**config.mk**
```make
export PLATFORM = sky130hd
export DESIGN_NAME = osc_acq_seg
export DESIGN_NICKNAME = d
export VERILOG_FILES = /design/src/rtl/osc_acq_seg.sv
export SDC_FILE = /design/constraint.sdc
export NUM_CORES = 1
export LEC_CHECK = 0
export ABC_CLOCK_PERIOD_IN_PS = 4100
export BUFFER_PORTS_ARGS = -buffer_cell sky130_fd_sc_hd__buf_2
export CAP_MARGIN = 20
export CORE_ASPECT_RATIO = 0.7
export CORE_UTILIZATION = 50
export CTS_CLUSTER_DIAMETER = 120
export DETAILED_ROUTE_END_ITERATION = 16
export HOLD_SLACK_MARGIN = 0.15
export PLACE_DENSITY = 0.78
export SETUP_SLACK_MARGIN = 0.05
export SLEW_MARGIN = 5
export SYNTH_ARGS = -nofsm -noshare
export SYNTH_HDL_FRONTEND = slang
export SYNTH_SLANG_ARGS = --single-unit
export TNS_END_PERCENT = 10
```
**constraint.sdc**
```tcl
create_clock -name clk -period 4.1 [get_ports clk]
set_clock_uncertainty 0.2 [all_clocks]
set_input_delay 0.41 -clock clk [delete_from_list [all_inputs] [get_ports clk]]
set_output_delay 0.41 -clock clk [all_outputs]
set_load 0.1 [all_outputs]
```
**src/rtl/osc_acq_seg.sv**
```systemverilog
// osc_acq_seg: segmented pre/post-trigger acquisition gate.
// Passes DN-lane beats from sti to a one-deep registered sto stage while a
// record is open, counts pre/post beats, timestamps accepted triggers and
// inserts a holdoff between records.
//
//   state | meaning
//   IDLE  | stopped; input beats discarded
//   PRE   | passing pre-trigger beats until cfg_pre have been seen
//   ARM   | still passing pre beats; waiting for ctl_trg
//   POST  | passing post-trigger beats until the record is complete
//   HOLD  | holdoff between records; input beats discarded
module osc_acq_seg #(
    parameter int DN = 2,
    parameter int DW = 16,
    parameter int CW = 31,
    parameter int SW = 16,
    parameter int HW = 24,
    parameter int TW = 32
) (
    input  logic             clk,
    input  logic             rst,
    input  logic [DN*DW-1:0] sti_tdata,
    input  logic             sti_tvalid,
    output logic             sti_tready,
    output logic [DN*DW-1:0] sto_tdata,
    output logic             sto_tvalid,
    output logic             sto_tlast,
    input  logic             sto_tready,
    input  logic             ctl_rst,
    input  logic             ctl_str,
    input  logic             ctl_stp,
    input  logic             ctl_trg,
    input  logic [CW-1:0]    cfg_pre,
    input  logic [CW-1:0]    cfg_pst,
    input  logic [SW-1:0]    cfg_seg,
    input  logic [HW-1:0]    cfg_hld,
    output logic             sts_run,
    output logic [CW-1:0]    sts_pre,
    output logic             sts_pro,
    output logic [CW-1:0]    sts_pst,
    output logic [SW-1:0]    sts_seg,
    output logic [TW-1:0]    sts_tst,
    output logic             sts_trg,
    output logic             evn_lst
);

    typedef enum logic [2:0] {
        S_IDLE = 3'd0,
        S_PRE  = 3'd1,
        S_ARM  = 3'd2,
        S_POST = 3'd3,
        S_HOLD = 3'd4
    } state_t;

    state_t           state_q, state_d;
    logic [CW-1:0]    pre_q, pre_d;
    logic             pro_q, pro_d;
    logic [CW-1:0]    pst_q, pst_d;
    logic [SW-1:0]    seg_q, seg_d;
    logic [HW-1:0]    hld_q, hld_d;
    logic [TW-1:0]    ts_q, ts_d;
    logic [TW-1:0]    tst_q, tst_d;
    logic             trg_q, trg_d;
    logic             evn_q, evn_d;
    logic [DN*DW-1:0] odat_q, odat_d;
    logic             oval_q, oval_d;
    logic             olst_q, olst_d;

    logic             win;
    logic             beat_load;
    logic [CW-1:0]    pst_tgt;
    logic             rec_end;
    logic [SW-1:0]    seg_inc;
    logic             seg_fin;

    // A stop or soft reset closes the window in the same cycle, so the beat
    // offered alongside it is discarded rather than half-counted.
    assign win = ((state_q == S_PRE) || (state_q == S_ARM) || (state_q == S_POST))
                 & ~ctl_stp & ~ctl_rst & ~rst;
    assign sti_tready = win ? (~oval_q | sto_tready) : 1'b1;
    assign beat_load  = win & sti_tvalid & sti_tready;

    // A zero post length still produces a one-beat record.
    assign pst_tgt = (cfg_pst == '0) ? CW'(1) : cfg_pst;
    assign rec_end = (state_q == S_POST) & beat_load & (pst_q == pst_tgt - CW'(1));
    assign seg_inc = seg_q + SW'(1);
    assign seg_fin = (cfg_seg != '0) & (seg_inc == cfg_seg);

    // Next-state, counters and status; priority ctl_rst > ctl_stp > start > trigger.
    always_comb begin
        state_d = state_q;
        pre_d   = pre_q;
        pro_d   = pro_q;
        pst_d   = pst_q;
        seg_d   = seg_q;
        hld_d   = hld_q;
        ts_d    = ts_q + TW'(1);
        tst_d   = tst_q;
        trg_d   = 1'b0;
        evn_d   = 1'b0;
        if (ctl_rst) begin
            state_d = S_IDLE;
            pre_d   = '0;
            pro_d   = 1'b0;
            pst_d   = '0;
            seg_d   = '0;
            hld_d   = '0;
            ts_d    = '0;
            tst_d   = '0;
        end else if (ctl_stp) begin
            state_d = S_IDLE;
        end else begin
            case (state_q)
                S_IDLE: begin
                    if (ctl_str) begin
                        state_d = S_PRE;
                        pre_d   = '0;
                        pro_d   = 1'b0;
                        pst_d   = '0;
                        seg_d   = '0;
                        ts_d    = '0;
                    end
                end
                S_PRE, S_ARM: begin
                    if (beat_load) begin
                        if (!(&pre_q)) pre_d = pre_q + CW'(1);
                        if (&pre_d) pro_d = 1'b1;
                    end
                    if (state_q == S_PRE) begin
                        if (pre_q >= cfg_pre) state_d = S_ARM;
                    end else if (ctl_trg) begin
                        state_d = S_POST;
                        trg_d   = 1'b1;
                        tst_d   = ts_q;
                    end
                end
                S_POST: begin
                    if (beat_load) begin
                        pst_d = pst_q + CW'(1);
                        if (rec_end) begin
                            seg_d = seg_inc;
                            if (seg_fin) begin
                                state_d = S_IDLE;
                                evn_d   = 1'b1;
                            end else begin
                                state_d = S_HOLD;
                                hld_d   = cfg_hld;
                            end
                        end
                    end
                end
                S_HOLD: begin
                    if (hld_q == '0) begin
                        state_d = S_PRE;
                        pre_d   = '0;
                        pro_d   = 1'b0;
                        pst_d   = '0;
                    end else begin
                        hld_d = hld_q - HW'(1);
                    end
                end
                default: state_d = S_IDLE;
            endcase
        end
    end

    // One-deep output stage: load on an accepted in-window beat, else drain.
    always_comb begin
        odat_d = odat_q;
        oval_d = oval_q;
        olst_d = olst_q;
        if (beat_load) begin
            odat_d = sti_tdata;
            oval_d = 1'b1;
            olst_d = rec_end;
        end else if (sto_tready) begin
            oval_d = 1'b0;
            olst_d = 1'b0;
        end
        if (ctl_rst) begin
            oval_d = 1'b0;
            olst_d = 1'b0;
        end
    end

    // State and datapath registers with synchronous reset.
    always_ff @(posedge clk) begin
        if (rst) begin
            state_q <= S_IDLE;
            pre_q   <= '0;
            pro_q   <= 1'b0;
            pst_q   <= '0;
            seg_q   <= '0;
            hld_q   <= '0;
            ts_q    <= '0;
            tst_q   <= '0;
            trg_q   <= 1'b0;
            evn_q   <= 1'b0;
            odat_q  <= '0;
            oval_q  <= 1'b0;
            olst_q  <= 1'b0;
        end else begin
            state_q <= state_d;
            pre_q   <= pre_d;
            pro_q   <= pro_d;
            pst_q   <= pst_d;
            seg_q   <= seg_d;
            hld_q   <= hld_d;
            ts_q    <= ts_d;
            tst_q   <= tst_d;
            trg_q   <= trg_d;
            evn_q   <= evn_d;
            odat_q  <= odat_d;
            oval_q  <= oval_d;
            olst_q  <= olst_d;
        end
    end

    assign sto_tdata  = odat_q;
    assign sto_tvalid = oval_q;
    assign sto_tlast  = olst_q;
    assign sts_run    = (state_q != S_IDLE);
    assign sts_pre    = pre_q;
    assign sts_pro    = pro_q;
    assign sts_pst    = pst_q;
    assign sts_seg    = seg_q;
    assign sts_tst    = tst_q;
    assign sts_trg    = trg_q;
    assign evn_lst    = evn_q;

endmodule
```
==> results.json, run 1 <==
{
  "regArea_um2": 4130,
  "yosysMostFrequentCell": "nand2_1",
  "startpoint_type": "flop",
  "synthTopCellsByArea": "dfxtp_1, nand2_1, a21oi_1",
  "power.density_nw_per_um2": 271,
  "drt_wl_total_um": 42400,
  "r2r_slack_ns": 0.16,
  "layout.cells.non_filler": 2396,
  "worstPathMaxFanout": 10,
  "avgRoutedWirePerCell_um": 17.7,
  "numPlacedInstances": 2299,
  "status": "complete, no violations",
  "post_synth_num_cell_types": 87,
  "grt_pass1_vias": 12800,
  "synth_compound_area_frac": 0.191,
  "grt_start_max_net_pins": 48,
  "drt-initial-drc-count": 1438,
  "synth_area_um2": 12900,
  "synth_nets": 1854,
  "cp.arrival_ns": 4.11,
  "min_path_type": "in2reg",
  "crit_type": "reg2reg",
  "antenna_found_initial": 1,
  "ant_nets": 0,
  "grt_use_total": 0.307,
  "worst_pin_slew_ns": 0.993,
  "fmax_mhz": 254,
  "gp_congestion": 0.940,
  "die_h_um": 136,
  "synth_top_area_frac": 0.320,
  "clockBufferDepth": 3,
  "ys_ff_latch": 206,
  "drv_slew": 0,
  "core_um2": 25000,
  "n_fill_cell": 2183,
  "numPortBuffers": 290,
  "rows": 48,
  "gr-total-overflow": 0,
  "synth_ff_type": "dfxtp_1",
  "drive_gt1_frac": 0.239,
  "ys_async_sr_fraction": 0,
  "synth_commonest_cells": "nand2_1, dfxtp_1, nor2_1",
  "route.detailed.drc": 0,
  "min_period_over_period": 0.961,
  "h-tree-depth": 1,
  "multi_input_area_um2": 8190,
  "muxShareOfSynthArea": 0.0148,
  "avgViaCountPerCell": 5.87,
  "finalSetupViolCount": 0,
  "rsz0062_at_grt": "true",
  "peakVddDrop_mv": 0.292,
  "die-area_um2": 26400,
  "cts_made_buffers": 23,
  "initial_core_util": 0.515,
  "synth-simple-area-share": 0.311,
  "layout_min_cycle_time_ns": 3.94,
  "synth_edf_count": 0,
  "final_nets": 2236,
  "syn_avg_cell_area_um2": 7.69,
  "hpwl_um": 31300,
  "yosysSeqAreaShare": 0.320,
  "hold_ws_ns": 0.176,
  "dr.pass1.iters": 5,
  "p_total_mw": 4.47,
  "synth_largest_area_cell": "dfxtp_1",
  "synth_top_family_by_area": "simple AND/OR/NAND/NOR gates",
  "clkSinkCount": 206,
  "vias": 14100,
  "relSlewSlack": 0.329,
  "cts_root_buf": "clkbuf_16",
  "p_leak_nw": 6.72,
  "clk_pin_slew_ns": 0.07,
  "yosys.area_share.xor_xnor": 0.0776,
  "cp_data_required_time_ns": 4.27,
  "yosysWarningCount": 0,
  "tns_ns": 0,
  "maxCapViolCount": 0,
  "synthToLayoutAreaGrowth_pct": 28.2,
  "die_w_um": 194,
  "synthCells": 1675,
  "pin_count": 291,
  "insertion_delay_ns": 0.52,
  "crit_path_end_kind": "flop",
  "synth_adder_area_share": 0.0360,
  "grt_pass1_wl_um": 66600,
  "hold_viol_final": 0,
  "cts_tree": "yes"
}
-- cells in the final DEF (no fill, tap or decap), types with 14 or more instances in the layout --
cell / n
a211oi_1: 17
a21oi_1: 132
a311oi_1: 15
a31oi_1: 19
and2_1: 17
and3_1: 21
and4_1: 16
buf_2: 290
buf_4: 107
clkbuf_16: 23
dfxtp_1: 204
dlygate4sd3_1: 55
ha_1: 35
inv_1: 56
mux2i_1: 19
nand2_1: 241
nand3_1: 79
nand3b_1: 15
nand4_1: 40
nor2_1: 150
nor2b_1: 17
nor3_1: 39
nor4_1: 24
o21a_1: 14
o21ai_0: 45
o31ai_1: 14
or3_1: 29
or4_1: 19
xnor2_1: 57
xor2_1: 57
-- flip-flops by register name, summed over array words and instances, names as in the netlist --
signal	cells
evn_lst	1
hld_q	24
state_q	3
sto_tdata	32
sto_tlast	1
sto_tvalid	1
sts_pre	31
sts_pro	1
sts_pst	31
sts_seg	16
sts_trg	1
sts_tst	32
ts_q	32
-- cell families after synthesis --
group,after synthesis
AND/OR/NAND/NOR,776
flip-flops,206
AO/OA/AOI/OAI,370
buffers and inverters,153
XOR/XNOR,114
adder cells (fa/ha/maj),37
multiplexers,19
-- routing by layer --
metal / part of all wire / wire length [µm] / GRT usage / vias up
met1: 0.47 / 19700 / 0.438 / 6579
li1: - / - / - / 6826
met3: 0.077 / 3270 / 0.0509 / 83
met2: 0.43 / 18200 / 0.469 / 581
met4: 0.028 / 1180 / 0.0978 / 0
met5: 0 / 0 / 0 / -
-- worst max-delay path, cell delays in order (launching register included) --
cell and delay [ns]:
dfxtp_2 0.42, ha_2 0.30, nand4_2 0.12, or4_1 0.67, xnor2_1 0.24, o2111ai_1 0.13
or4_1 0.58, and3_1 0.27, a21boi_4 0.33, buf_4 0.23, mux2i_1 0.20, o22ai_1 0.09
-- repair_timing --
item / in CTS / in global routing
hold endpoints to repair: 57 / 0
hold buffers: 55 / 0
resized for setup: 0 / 5
setup endpoints to repair: 0 / 25
setup buffers: 0 / 2
-- final cells by class --
cell class / count / share of cell area
Clock buffer: 30 / 0.0371
Sequential cell: 206 / 0.250
Inverter: 56 / 0.0127
Timing Repair Buffer: 454 / 0.173
Tap cell: 325 / 0.0246
Clock inverter: 7 / 0.00591
Multi-Input combinational cell: 1316 / 0.496
Antenna cell: 2 / 0.000303
-- path summary, 6_finish.rpt --
path / end / from / depth (start not counted)
worst min-delay path: sts_seg[10] / ctl_rst / 3
worst max-delay path: hld_q[16] / sts_seg[1] / 11
worst min register to register: sto_tdata[3] / sto_tdata[3] / 2
worst max register to register: hld_q[16] / sts_seg[1] / 11
-- per-stage QoR --
stage	setup slack (ns)	instance area [µm²]	util
CTS	0.132	16400	0.658
finish	0.159	16500	0.661
floorplan	0.0339	12900	-
detailed placement	-0.313	15200	0.607
global placement	-0.221	15200	0.607
global route	0.0174	16500	0.660
-- report_power, final --
part / total [mW] / internal (mW) / switching (mW)
combinational: 0.435 / 0.195 / 0.240
sequential: 2.01 / 2.00 / 0.00447
clock: 2.03 / 1.18 / 0.852
Note: power is estimated with default switching activity, not from simulation.
==> run 2: changes to the inputs <==
- ABC_CLOCK_PERIOD_IN_PS: 4100 -> 5100
- PLACE_DENSITY: 0.78 -> 0.75
- clock period: 4.1 -> 5.1 ns (I/O delays scaled with it)
==> run 2 against run 1 <==
  * Via count down 3.4%
  * Die area unchanged
  * Sequential cell count unchanged
  * Hold slack worse by 0.0057 ns
  * Critical endpoint is now hld_q[18]
  * Largest power group unchanged
  * Highest routed layer unchanged
==> results.json, run 2 (same netlist as run 1, synthesis figures left out) <==
{
  "min_path_type": "in2reg",
  "cts_root_buf": "clkbuf_16",
  "crit_buf_inv": 3,
  "drt_wl_total_um": 39800,
  "worstPathMaxFanout": 33,
  "layout_min_cycle_time_ns": 4.57,
  "clkSinkCount": 206,
  "reg2reg_depth": 11,
  "rows": 48,
  "maxCapViolCount": 0,
  "core_um2": 25000,
  "n_fill_cell": 2251,
  "critPathMaxStageDelay_ns": 0.56,
  "die_h_um": 136,
  "clockBufferDepth": 3,
  "final_cell_area_um2": 15700,
  "crit_path_end_kind": "flop",
  "grt_pass1_vias": 12200,
  "grt_pass1_wl_um": 63300,
  "synthToLayoutAreaGrowth_pct": 22.0,
  "hp-start": "cfg_hld[5]",
  "tns_ns": 0,
  "cts-hold-fix-buffers": 41,
  "worst_pin_slew_ns": 1.08,
  "drv_slew": 0,
  "gp_congestion": 0.993,
  "hpwl_um": 28800,
  "grt_use_total": 0.291,
  "r2r-start": "sts_seg[0]",
  "r2r_slack_ns": 0.83,
  "fmax_mhz": 219,
  "dpl-instance-area_um2": 14500,
  "route.detailed.drc": 0,
  "dr.pass1.iters": 7,
  "avgViaCountPerCell": 5.93,
  "post-route-util": 0.629,
  "die_w_um": 194,
  "vias": 13600,
  "antenna_found_initial": 0,
  "relSlewSlack": 0.270,
  "grt_start_max_net_pins": 75,
  "postCtsSetupRepairBufs": 0,
  "crit_slowest_cell": "nor4b_4",
  "finalSetupViolCount": 0,
  "ant_nets": 0,
  "insertion_delay_ns": 0.52,
  "avgRoutedWirePerCell_um": 17.4,
  "cp_num_cells": 16,
  "worstReg2RegEnd": "hld_q[14]",
  "drive_gt1_frac": 0.203,
  "clk_pin_slew_ns": 0.06,
  "initial_core_util": 0.515,
  "drt-initial-drc-count": 1281,
  "p_leak_nw": 6.26,
  "numPlacedInstances": 2212,
  "startpoint": "cfg_pst[2]",
  "cts_made_buffers": 22,
  "cp_data_required_time_ns": 5.33,
  "layout.cells.non_filler": 2293,
  "crit_family": "simple AND/OR/NAND/NOR gates",
  "min_period_over_period": 0.895,
  "rsz0062_at_grt": "false",
  "startpoint_type": "input port",
  "status": "complete, no violations",
  "hold_viol_final": 0,
  "power.density_nw_per_um2": 234,
  "numPortBuffers": 290,
  "pin_count": 291,
  "h-tree-depth": 1,
  "crit_path_cell_trace": "buf_2, or3_1, nor2_1, a41o_1, inv_1, ha_1, nor4b_4, nand4_2, or4_1, o21a_1, o31ai_4, and3_1, a21boi_2, buf_12, or2_1, a221oi_1",
  "crit_type": "in2reg",
  "endpoint": "hld_q[18]",
  "cts_tree": "yes",
  "gr-total-overflow": 0,
  "mostFrequentLayoutCells": "buf_2, nand2_1, dfxtp_1",
  "cts-resized-gates": 0,
  "final_common_cell": "buf_2",
  "final_nets": 2132,
  "peakVddDrop_mv": 0.213,
  "die-area_um2": 26400,
  "cp.arrival_ns": 4.79
}
## run 2: metal layers
metal  up-vias  GRT usage  part of all wire
met5         -          0                 0
met4         0     0.0796             0.024
met3        58     0.0551             0.083
met2       559      0.432              0.42
met1      6373      0.427              0.47
li1       6599          -                 -
## run 2: tightest hold or removal path, stage by stage
cell     delay, ns
buf_2         0.08
nand2_1       0.04
o31ai_1       0.06
mux2i_1       0.07
o21ai_1       0.10
## run 2: how the worst min path moves through the flow
stage | to | slack [ns] | cells after the start
floorplan | ts_q[0] | 0.23 | 1
global placement | sto_tdata[17] | 0.24 | 2
detailed placement | sts_tst[31] | 0.24 | 2
CTS | hld_q[5] | 0.15 | 5
global route | hld_q[5] | 0.17 | 5
finish | hld_q[5] | 0.17 | 5
## run 2: cell type report
cell class	instances	area (µm²)	area share
diodes	1	2.50	0.000159
clock buffers	29	638	0.0406
multi-input cells	1316	8130	0.518
flip-flops and latches	206	4120	0.263
well taps	325	407	0.0259
inverters	56	210	0.0134
clock inverters	9	145	0.00924
repair buffers	351	2040	0.130
## run 2: through the flow
| stage | hold slack, ns | total power, mW | setup slack [ns] |
|---|---|---|---|
| after floorplan | 0.226 | 1.81 | 0.569 |
| after global placement | 0.239 | 1.92 | 0.158 |
| after detailed placement | 0.244 | 1.92 | 0.0739 |
| after CTS | 0.150 | 3.69 | 0.615 |
| after global routing | 0.172 | 3.78 | 0.190 |
| final | 0.170 | 3.67 | 0.535 |
## run 2: where the power goes
part	total [mW]	switching (mW)	internal, mW
logic	0.304	0.179	0.124
clock network	1.75	0.672	1.08
registers	1.61	0.00343	1.61
total	3.67	0.855	2.81
